**src/rtl/muldiv_pkg.sv**
```systemverilog
// muldiv_pkg: shared constants for the iterative
// RV32M multiply/divide sequencer.
package muldiv_pkg;

  localparam logic [2:0] MD_MUL    = 3'b000;
  localparam logic [2:0] MD_MULH   = 3'b001;
  localparam logic [2:0] MD_MULHSU = 3'b010;
  localparam logic [2:0] MD_MULHU  = 3'b011;
  localparam logic [2:0] MD_DIV    = 3'b100;
  localparam logic [2:0] MD_DIVU   = 3'b101;
  localparam logic [2:0] MD_REM    = 3'b110;
  localparam logic [2:0] MD_REMU   = 3'b111;

  localparam logic [2:0] ALU_OP_ADDSUB = 3'b000;

  typedef enum logic [2:0] {
    S_IDLE   = 3'd0,
    S_PREP_A = 3'd1,
    S_PREP_B = 3'd2,
    S_ITER   = 3'd3,
    S_FIX    = 3'd4,
    S_DONE   = 3'd5
  } state_t;

  function automatic logic a_signed(
    input logic [2:0] f
  );
    return f inside {MD_MUL, MD_MULH,
                     MD_MULHSU, MD_DIV,
                     MD_REM};
  endfunction

  function automatic logic b_signed(
    input logic [2:0] f
  );
    return f inside {MD_MUL, MD_MULH,
                     MD_DIV, MD_REM};
  endfunction

endpackage

```
**src/rtl/muldiv_step.sv**
```systemverilog
// muldiv_step: one shift-add / restoring-divide
// iteration built around the shared ALU result.
module muldiv_step (
  input  logic        is_div,
  input  logic [31:0] hi,
  input  logic [31:0] lo,
  input  logic        b31,
  input  logic [31:0] r,
  output logic [31:0] nhi,
  output logic [31:0] nlo
);

  logic carry;
  logic borrow;
  logic ge;

  // carry/borrow recovered from operand and sum MSBs
  always_comb begin
    carry  = (hi[31] & b31)
           | ((hi[31] | b31) & ~r[31]);
    borrow = (~hi[30] & b31)
           | ((~hi[30] | b31) & r[31]);
    ge     = hi[31] | ~borrow;
    if (is_div) begin
      nhi = ge ? r : {hi[30:0], lo[31]};
      nlo = {lo[30:0], ge};
    end else begin
      nhi = {carry, r[31:1]};
      nlo = {r[0], lo[31:1]};
    end
  end

endmodule

```
**src/rtl/muldiv_seq.sv**
```systemverilog
// muldiv_seq: 36-cycle RV32M sequencer that borrows
// the execute-stage ALU adder while busy.
module muldiv_seq
  import muldiv_pkg::*;
#(
  parameter int WIDTH = 32
) (
  input  logic             clk,
  input  logic             rst,
  input  logic             start,
  input  logic             flush,
  input  logic [2:0]       funct3,
  input  logic [WIDTH-1:0] rs1,
  input  logic [WIDTH-1:0] rs2,
  output logic             busy,
  output logic             done,
  output logic [WIDTH-1:0] result,
  output logic [WIDTH-1:0] alu_a,
  output logic [WIDTH-1:0] alu_b,
  output logic [2:0]       alu_op,
  output logic             alu_control,
  input  logic [WIDTH-1:0] alu_result
);

  state_t state;
  state_t state_n;

  logic [2:0]       fn;
  logic [WIDTH-1:0] a_raw;
  logic [WIDTH-1:0] a_abs;
  logic [WIDTH-1:0] b_abs;
  logic [WIDTH-1:0] b_fix;
  logic [WIDTH-1:0] hi;
  logic [WIDTH-1:0] lo;
  logic [WIDTH-1:0] hi_n;
  logic [WIDTH-1:0] lo_n;
  logic [WIDTH-1:0] word;
  logic [WIDTH-1:0] fixed;
  logic [4:0]       cnt;
  logic             sa;
  logic             sb;
  logic             div0;
  logic             ovf;
  logic             neg;
  logic             is_div;
  logic             is_rem;
  logic             is_mulh;

  assign is_div  = fn[2];
  assign is_rem  = fn[2] & fn[1];
  assign is_mulh = ~fn[2] & (fn[1] | fn[0]);
  assign alu_op  = ALU_OP_ADDSUB;
  assign busy    = (state != S_IDLE);
  assign done    = (state == S_DONE);
  assign b_fix   = sb ? alu_result : b_abs;

  muldiv_step u_step (
    .is_div (is_div),
    .hi     (hi),
    .lo     (lo),
    .b31    (alu_b[31]),
    .r      (alu_result),
    .nhi    (hi_n),
    .nlo    (lo_n)
  );

  // state register
  always_ff @(posedge clk) begin
    if (rst) state <= S_IDLE;
    else     state <= state_n;
  end

  // next-state: fixed walk, flush aborts to IDLE
  always_comb begin
    state_n = state;
    unique case (state)
      S_IDLE:
        if (start && !flush) state_n = S_PREP_A;
      S_PREP_A: state_n = S_PREP_B;
      S_PREP_B: state_n = S_ITER;
      S_ITER:
        if (cnt == 5'd31) state_n = S_FIX;
      S_FIX:    state_n = S_DONE;
      S_DONE:   state_n = S_IDLE;
      default:  state_n = S_IDLE;
    endcase
    if (flush && state != S_IDLE) begin
      state_n = S_IDLE;
    end
  end

  // ALU operand/control drive per state
  always_comb begin
    alu_a       = '0;
    alu_b       = '0;
    alu_control = 1'b0;
    unique case (state)
      S_PREP_A: begin
        alu_b       = a_raw;
        alu_control = 1'b1;
      end
      S_PREP_B: begin
        alu_b       = b_abs;
        alu_control = 1'b1;
      end
      S_ITER: begin
        if (is_div) begin
          alu_a       = {hi[30:0], lo[31]};
          alu_b       = b_abs;
          alu_control = 1'b1;
        end else begin
          alu_a = hi;
          alu_b = lo[0] ? a_abs : '0;
        end
      end
      S_FIX: begin
        if (is_mulh) begin
          alu_a = ~hi;
          alu_b = {31'b0, lo == '0};
        end else begin
          alu_b       = word;
          alu_control = 1'b1;
        end
      end
      default: ;
    endcase
  end

  // final word selection, sign fix, special cases
  always_comb begin
    word = lo;
    if (is_rem || is_mulh) word = hi;
    neg   = is_rem ? sa : (sa ^ sb);
    fixed = neg ? alu_result : word;
    if (is_div && div0) begin
      fixed = is_rem ? a_raw : '1;
    end else if (ovf) begin
      fixed = is_rem ? '0 : 32'h8000_0000;
    end
  end

  // operand latch and iteration datapath
  always_ff @(posedge clk) begin
    if (rst) begin
      fn     <= '0;
      a_raw  <= '0;
      a_abs  <= '0;
      b_abs  <= '0;
      hi     <= '0;
      lo     <= '0;
      cnt    <= '0;
      sa     <= 1'b0;
      sb     <= 1'b0;
      div0   <= 1'b0;
      ovf    <= 1'b0;
      result <= '0;
    end else if (!flush) begin
      unique case (state)
        S_IDLE: begin
          if (start) begin
            fn    <= funct3;
            a_raw <= rs1;
            b_abs <= rs2;
            sa    <= a_signed(funct3) & rs1[31];
            sb    <= b_signed(funct3) & rs2[31];
            div0  <= (rs2 == '0);
            ovf   <= (funct3 == MD_DIV
                   || funct3 == MD_REM)
                   && rs1 == 32'h8000_0000
                   && rs2 == 32'hFFFF_FFFF;
          end
        end
        S_PREP_A: a_abs <= sa ? alu_result : a_raw;
        S_PREP_B: begin
          b_abs <= b_fix;
          hi    <= '0;
          lo    <= is_div ? a_abs : b_fix;
          cnt   <= '0;
        end
        S_ITER: begin
          hi  <= hi_n;
          lo  <= lo_n;
          cnt <= cnt + 5'd1;
        end
        S_FIX:   result <= fixed;
        default: ;
      endcase
    end
  end

endmodule

```
**config.mk**
```make
export PLATFORM = sky130hd
export DESIGN_NAME = muldiv_seq
export DESIGN_NICKNAME = d
export VERILOG_FILES = /design/src/rtl/muldiv_pkg.sv /design/src/rtl/muldiv_step.sv /design/src/rtl/muldiv_seq.sv
export SDC_FILE = /design/constraint.sdc
export NUM_CORES = 1
export LEC_CHECK = 0
export CELL_PAD_IN_SITES_DETAIL_PLACEMENT = 0
export CELL_PAD_IN_SITES_GLOBAL_PLACEMENT = 1
export CORE_ASPECT_RATIO = 2
export CORE_UTILIZATION = 41
export DETAILED_ROUTE_END_ITERATION = 6
export GPL_TIMING_DRIVEN = 0
export PLACE_DENSITY_LB_ADDON = 0.3
export SETUP_SLACK_MARGIN = 0.1
export SYNTH_ARGS = -nofsm -noshare
export SYNTH_HDL_FRONTEND = slang
export SYNTH_SLANG_ARGS = --single-unit
```
**constraint.sdc**
```tcl
create_clock -name clk -period 2.4 [get_ports clk]
set_input_delay 0.48 -clock clk [delete_from_list [all_inputs] [get_ports clk]]
set_output_delay 0.48 -clock clk [all_outputs]
set_load 0.005 [all_outputs]
```
======== After elaboration in Yosys (flattened, before gate mapping) ========
Cells that the tools add are included.
Widths: inputs -> output; s select.
word-level totals
  bits in registers ....................... 207
  bits in latches ......................... 0
  bits in writable memories ............... 0
  ROM bits ................................ 0
  logic and storage cells ................. 106
  memories kept ........................... 0
cells by class
  $add $sub $neg .......................... 1
  multiply operators ...................... 0
  divide/modulo/power cells ............... 0
  magnitude comparators ................... 0
  eq/ne operators ......................... 15
  shifts and indexed selects .............. 0
  mux-type cells .......................... 31
  bitwise operators ....................... 21
  reductions and logical operators ........ 25
operators with widths
  operator              count
  $mux 32               18
  $pmux 32 s2           4
  $pmux 32 s4           1
  $eq 32x32->1 const B  2
  $logic_not 32->1      2
  $not 32->32           1
  $pmux 3 s5            1
  $eq 3x3->1 const B    4
  $pmux 5 s2            1
  $eq 3x2->1 const B    3
  $and 1x1->1           8
  $reduce_and 2->1      4
  $eq 3x1->1 const B    2
  $logic_not 3->1       2
  $mux 3                2
  $ne 2x2->1 const B    3
  $or 1x1->1            6
  $reduce_and 3->1      2
  $add 5x1->5 const B   1
  $eq 5x5->1 const B    1
  $logic_and 1x1->1     5
  $not 1->1             5
  $reduce_bool 5->1     1
  $reduce_bool 2->1     2
  8 further kinds       12

======== Depth between registers and ports, before layout ========
  word-level depth ........................ 14
  mapped depth ............................ 8
  mapped depth without buffers ............ 5

======== Cells and area by module ========
From an unflattened synthesis, not the netlist that was laid out.
second synthesis, totals
  cell total of the unflattened synthesis .. 1568
  area total of the unflattened synthesis .. 12897.4 um2
modules (own cells, without submodules)
  module       times used  cells each  area an instance (um2)  seq. area each (um2)
  muldiv_seq   1           1375        11368.4                 4144.0
  muldiv_step  1           193         1529.0                  0.0

======== Worst setup path before layout ========
No wires, ideal clock.
  path type ............................... register -> output
  start ................................... register fn[2]
  end ..................................... output alu_a[13]
  arrival ................................. 1.538 ns
  path slack .............................. 0.382 ns
  cell stages (with the launch flop) ...... 7
  path buffers ............................ 4
  path through ............................ dfxtp_1 buf_2 buf_2 buf_2 buf_2 mux2i_1 o22ai_1
on the way
  longest elaborated chain between the ends .. 4
RTL lines
  element                   line               text
  start: declaration        muldiv_seq.sv:28   logic [2:0] fn;
  start signal: assignment  muldiv_seq.sv:161  fn <= funct3;
  $not 1->1                 muldiv_seq.sv:51   assign is_mulh = ~fn[2] & (fn[1] | fn[0]);
  $and 1x1->1               muldiv_seq.sv:51
  $mux 32                   muldiv_seq.sv:117  if (is_mulh) begin
  $pmux 32 s2 (*)           muldiv_seq.sv:97   unique case (state)
  end: declaration          muldiv_seq.sv:18   output logic [WIDTH-1:0] alu_a,
Mark *: on every way between the ends. The rest lies on a longest branch, timed or not.

======== Worst setup path in the final report ========
  start ................................... register state[1]
  end ..................................... output alu_a[21]
on the way
  longest elaborated chain between the ends .. 2
RTL lines
  element                                   line              text
  start: declaration                        muldiv_seq.sv:25  state_t state;
  start signal: assignment                  muldiv_seq.sv:70  else state <= state_n;
  $eq 3x3->1 or $eq 3x2->1 (tied branches)  muldiv_seq.sv:97
  $pmux 32 s2 (*)                           muldiv_seq.sv:97
Marked as above.

==> impl_metrics.yaml <==
sta:
  period_share_pct: 119.7
  tns_ns: -20.43
  finClkSkew_ns: 0.02658
  worst_slew_pin_slew_ns: 1.078
  min_period_ns: 2.873
  maxSlewHeadroom_pct: 28.12
  max_freq_ghz: 0.3480
  fin_ws_ns: -0.4732
  finalHoldViolCount: 0
  setup_viol: 65
  drv_slew: 0
  rsz0062_at_grt: "yes"
clocking:
  clk_pin_slew_worst_paths_ns: 0.06
  cts_root_buf: "clkbuf_16"
  h-tree-depth: 1
  cts_made_buffers: 22
  cts_sinks: 207
  clkLatencyLatePin_ns: 0.56
  cts_tree: "built"
  clockBufferDepth: 3
  cts_hold_repair.buffers: 0
cells_and_area:
  fin_cells: 2318
  fillerInstances: 2749
  multi_input_area_sq_um: 8782
  finish.utilization_pct: 59.62
  syn2layout_area_growth_pct: 42.34
  drive_gt1_share_pct: 27.16
  diodes: 0
  fin_area_sq_um: 18460
  fin_nets: 1990
  seq_area_sq_um: 4169
logic_synthesis:
  synth-xor-area-share_pct: 0.1929
  syn_area_sq_um: 12970
  synthArstFlopShare_pct: 0
  synth_seq_cells: 207
  synthTopCellsByArea: "dfxtp_1 (32%), mux2i_1 (10%), nor2_1 (6.4%), mux4_2 (5.4%), nand2_1 (4.8%)"
  synth_cell_types: 61
  synth_ff_type: "dfxtp_1"
  yosys-mux-area-fraction_pct: 16.81
  yosys.area.top_type: "dfxtp_1"
  yosysTopAreaCellShare_pct: 31.95
  synth_top_family_by_area: "compound AO/OA/AOI/OAI gates"
  ys_seq_area_share_pct: 31.95
  ys.warnings.count: 0
  synth.avg_cell_area_sq_um: 8.320
  synthAdderAreaFrac_pct: 0.1929
  synth_compound_area_share_pct: 28.01
  synth-edff-count: 0
  syn_inst: 1559
  yosys.area_share.simple_pct: 15.70
critical_path:
  arrival_ns: 2.39
  path_delay_family: "buffers and inverters"
  setup.worst_path.class: "flip-flop to output port"
  cp-end-kind: "output port"
  cp_common_cell: "buf_6"
  path_buf_inv: 7
  cp_data_required_time_ns: 1.92
  path_max_fanout: 6
  start_kind: "flip-flop"
  cpMaxStageDelayCell: "dfxtp_4"
  slowest_delay_ns: 0.35
  path_cells: "buf_4 > nor2_4 > buf_6 > nand3_4 > buf_6 > buf_8 > buf_4 > buf_6 > o22ai_2 > buf_2"
route:
  totalWireLength_mm: 71.80
  drt_pass1_iterations: 7
  vias: 15320
  drtAntennaViolNets: 0
  vias_per_cell: 6.610
  initialDrtViolationCount: 1880
  wl_per_cell_um: 30.97
  drcViolationCount: 14
pwr:
  ir_drop_v: 0.0005502
  p_leak_nw: 6.240
  p_per_area_nw_per_um2: 500.6
grt:
  grt_max_degree: 15
  grt-ovfl-total: 0
  grt_pass1_wl_mm: 101.5
  grt.total_usage_pct: 43.86
  antenna_found_initial: 1
  grt_pass1_vias: 15140
placed_design:
  pre_cts_slack_ns: -0.9041
  place.gp.congestion: 1.003
  place_hpwl_mm: 51.08
  dpl.cell_count: 2178
  placed_area_sq_um: 15500
  numPortBuffers: 198
outcome:
  status: "finished with violations"
  violations: "design-rule violations, negative setup slack"
floorplanning:
  io_pins: 205
  start_util_pct: 41.88
  die_width_um: 127.8
  die_h_um: 253.5
  dieArea_sq_um: 32390
  core_sq_um: 30970
  fp-row-count: 91
run:
  cap_violations: 0
hold_path:
  hp-class: "input port to flip-flop"
-- per-stage QoR --
step                      hold slack, ns  power (W)
final                             0.4161   0.009243
after global routing              0.4323   0.009436
after CTS                         0.4092   0.009069
after detailed placement          0.4694   0.005200
after global placement            0.4707   0.005187
after floorplan                   0.4405   0.004461
-- layout make-up --
| type | count | area share [%] |
|---|---|---|
| Clock inverter | 10 | 0.8132 |
| Clock buffer | 29 | 3.341 |
| Multi-Input combinational cell | 1147 | 47.57 |
| Tap cell | 418 | 2.833 |
| Timing Repair Buffer | 302 | 15.32 |
| Buffer | 155 | 6.513 |
| Inverter | 50 | 1.037 |
| Sequential cell | 207 | 22.58 |
-- synthesized netlist by cell type (22+ instances only) --
library cell,instances
nor2_1,220
dfxtp_1,207
nand2_1,166
mux2i_1,129
o21ai_0,114
a211oi_1,77
clkbuf_1,72
a21oi_1,65
inv_1,50
buf_2,44
a21o_1,33
o22ai_1,33
a211o_1,31
a222oi_1,31
a311oi_1,31
mux4_2,31
a211oi_2,30
nor4_1,23
a2111oi_1,22
-- placed cells by master, fill, tap and decap left out, types with 46 or more instances in the layout --
cell type	n
inv_1	49
clkbuf_1	50
buf_2	94
nand2_1	164
o21ai_0	83
nor2_1	216
buf_4	61
buf_6	46
a211oi_1	77
dfxtp_1	197
mux2i_1	107
a21oi_1	65
clkdlybuf4s50_1	131
-- state kept, by name, indices dropped and copies added, names as in the netlist --
register and flops:
a_raw 32, sa 1, state 3, div0 1, cnt 5, result 32, hi 32, sb 1
b_abs 32, fn 3, lo 32, a_abs 32, ovf 1
-- kinds of logic after synthesis --
| family | Yosys count |
|---|---|
| AO/OA/AOI/OAI | 490 |
| AND/OR/NAND/NOR | 473 |
| flip-flops | 207 |
| buffers and inverters | 207 |
| multiplexers | 177 |
| adder cells (fa/ha/maj) | 2 |
| XOR/XNOR | 2 |
| other | 1 |
-- report_power, final --
part           total [W]  internal [W]  switching, W
logic            0.00174      0.000763      0.000982
clock network    0.00379       0.00215       0.00164
registers        0.00371       0.00355      0.000158
total            0.00924       0.00646       0.00278
-- layer usage --
layer	global-route usage [%]	up-vias	share of wire, %	wire length (um)
met2	73.00	1109	48	34350
li1	-	6449	-	-
met1	44.40	7358	32	22750
met4	46.02	0	13	9174
met3	7.979	407	7.7	5527
met5	0	-	0	0
-- worst paths after layout --
path	from	endpoint	slack (ns)	depth (start not counted)
worst max register to register	state[1]	hi[14]	0.06	8
worst min-delay path	flush	state[1]	0.42	3
worst max-delay path	state[1]	alu_a[21]	-0.47	10
worst min register to register	cnt[1]	cnt[1]	0.49	2
-- what timing repair did --
action / CTS / global route
pin swaps: 51 / 33
setup endpoints to repair: 177 / 162
setup buffers: 73 / 26
resized for setup: 546 / 130
endpoints found under the hold margin: 0 / 0
gates cloned: 7 / 2
-- worst min-delay path, stage by stage --
cell and delay (ns):
buf_2 0.23, nor2_1 0.08, nor4bb_1 0.13
No activity file was read; power rests on OpenSTA's default activity.
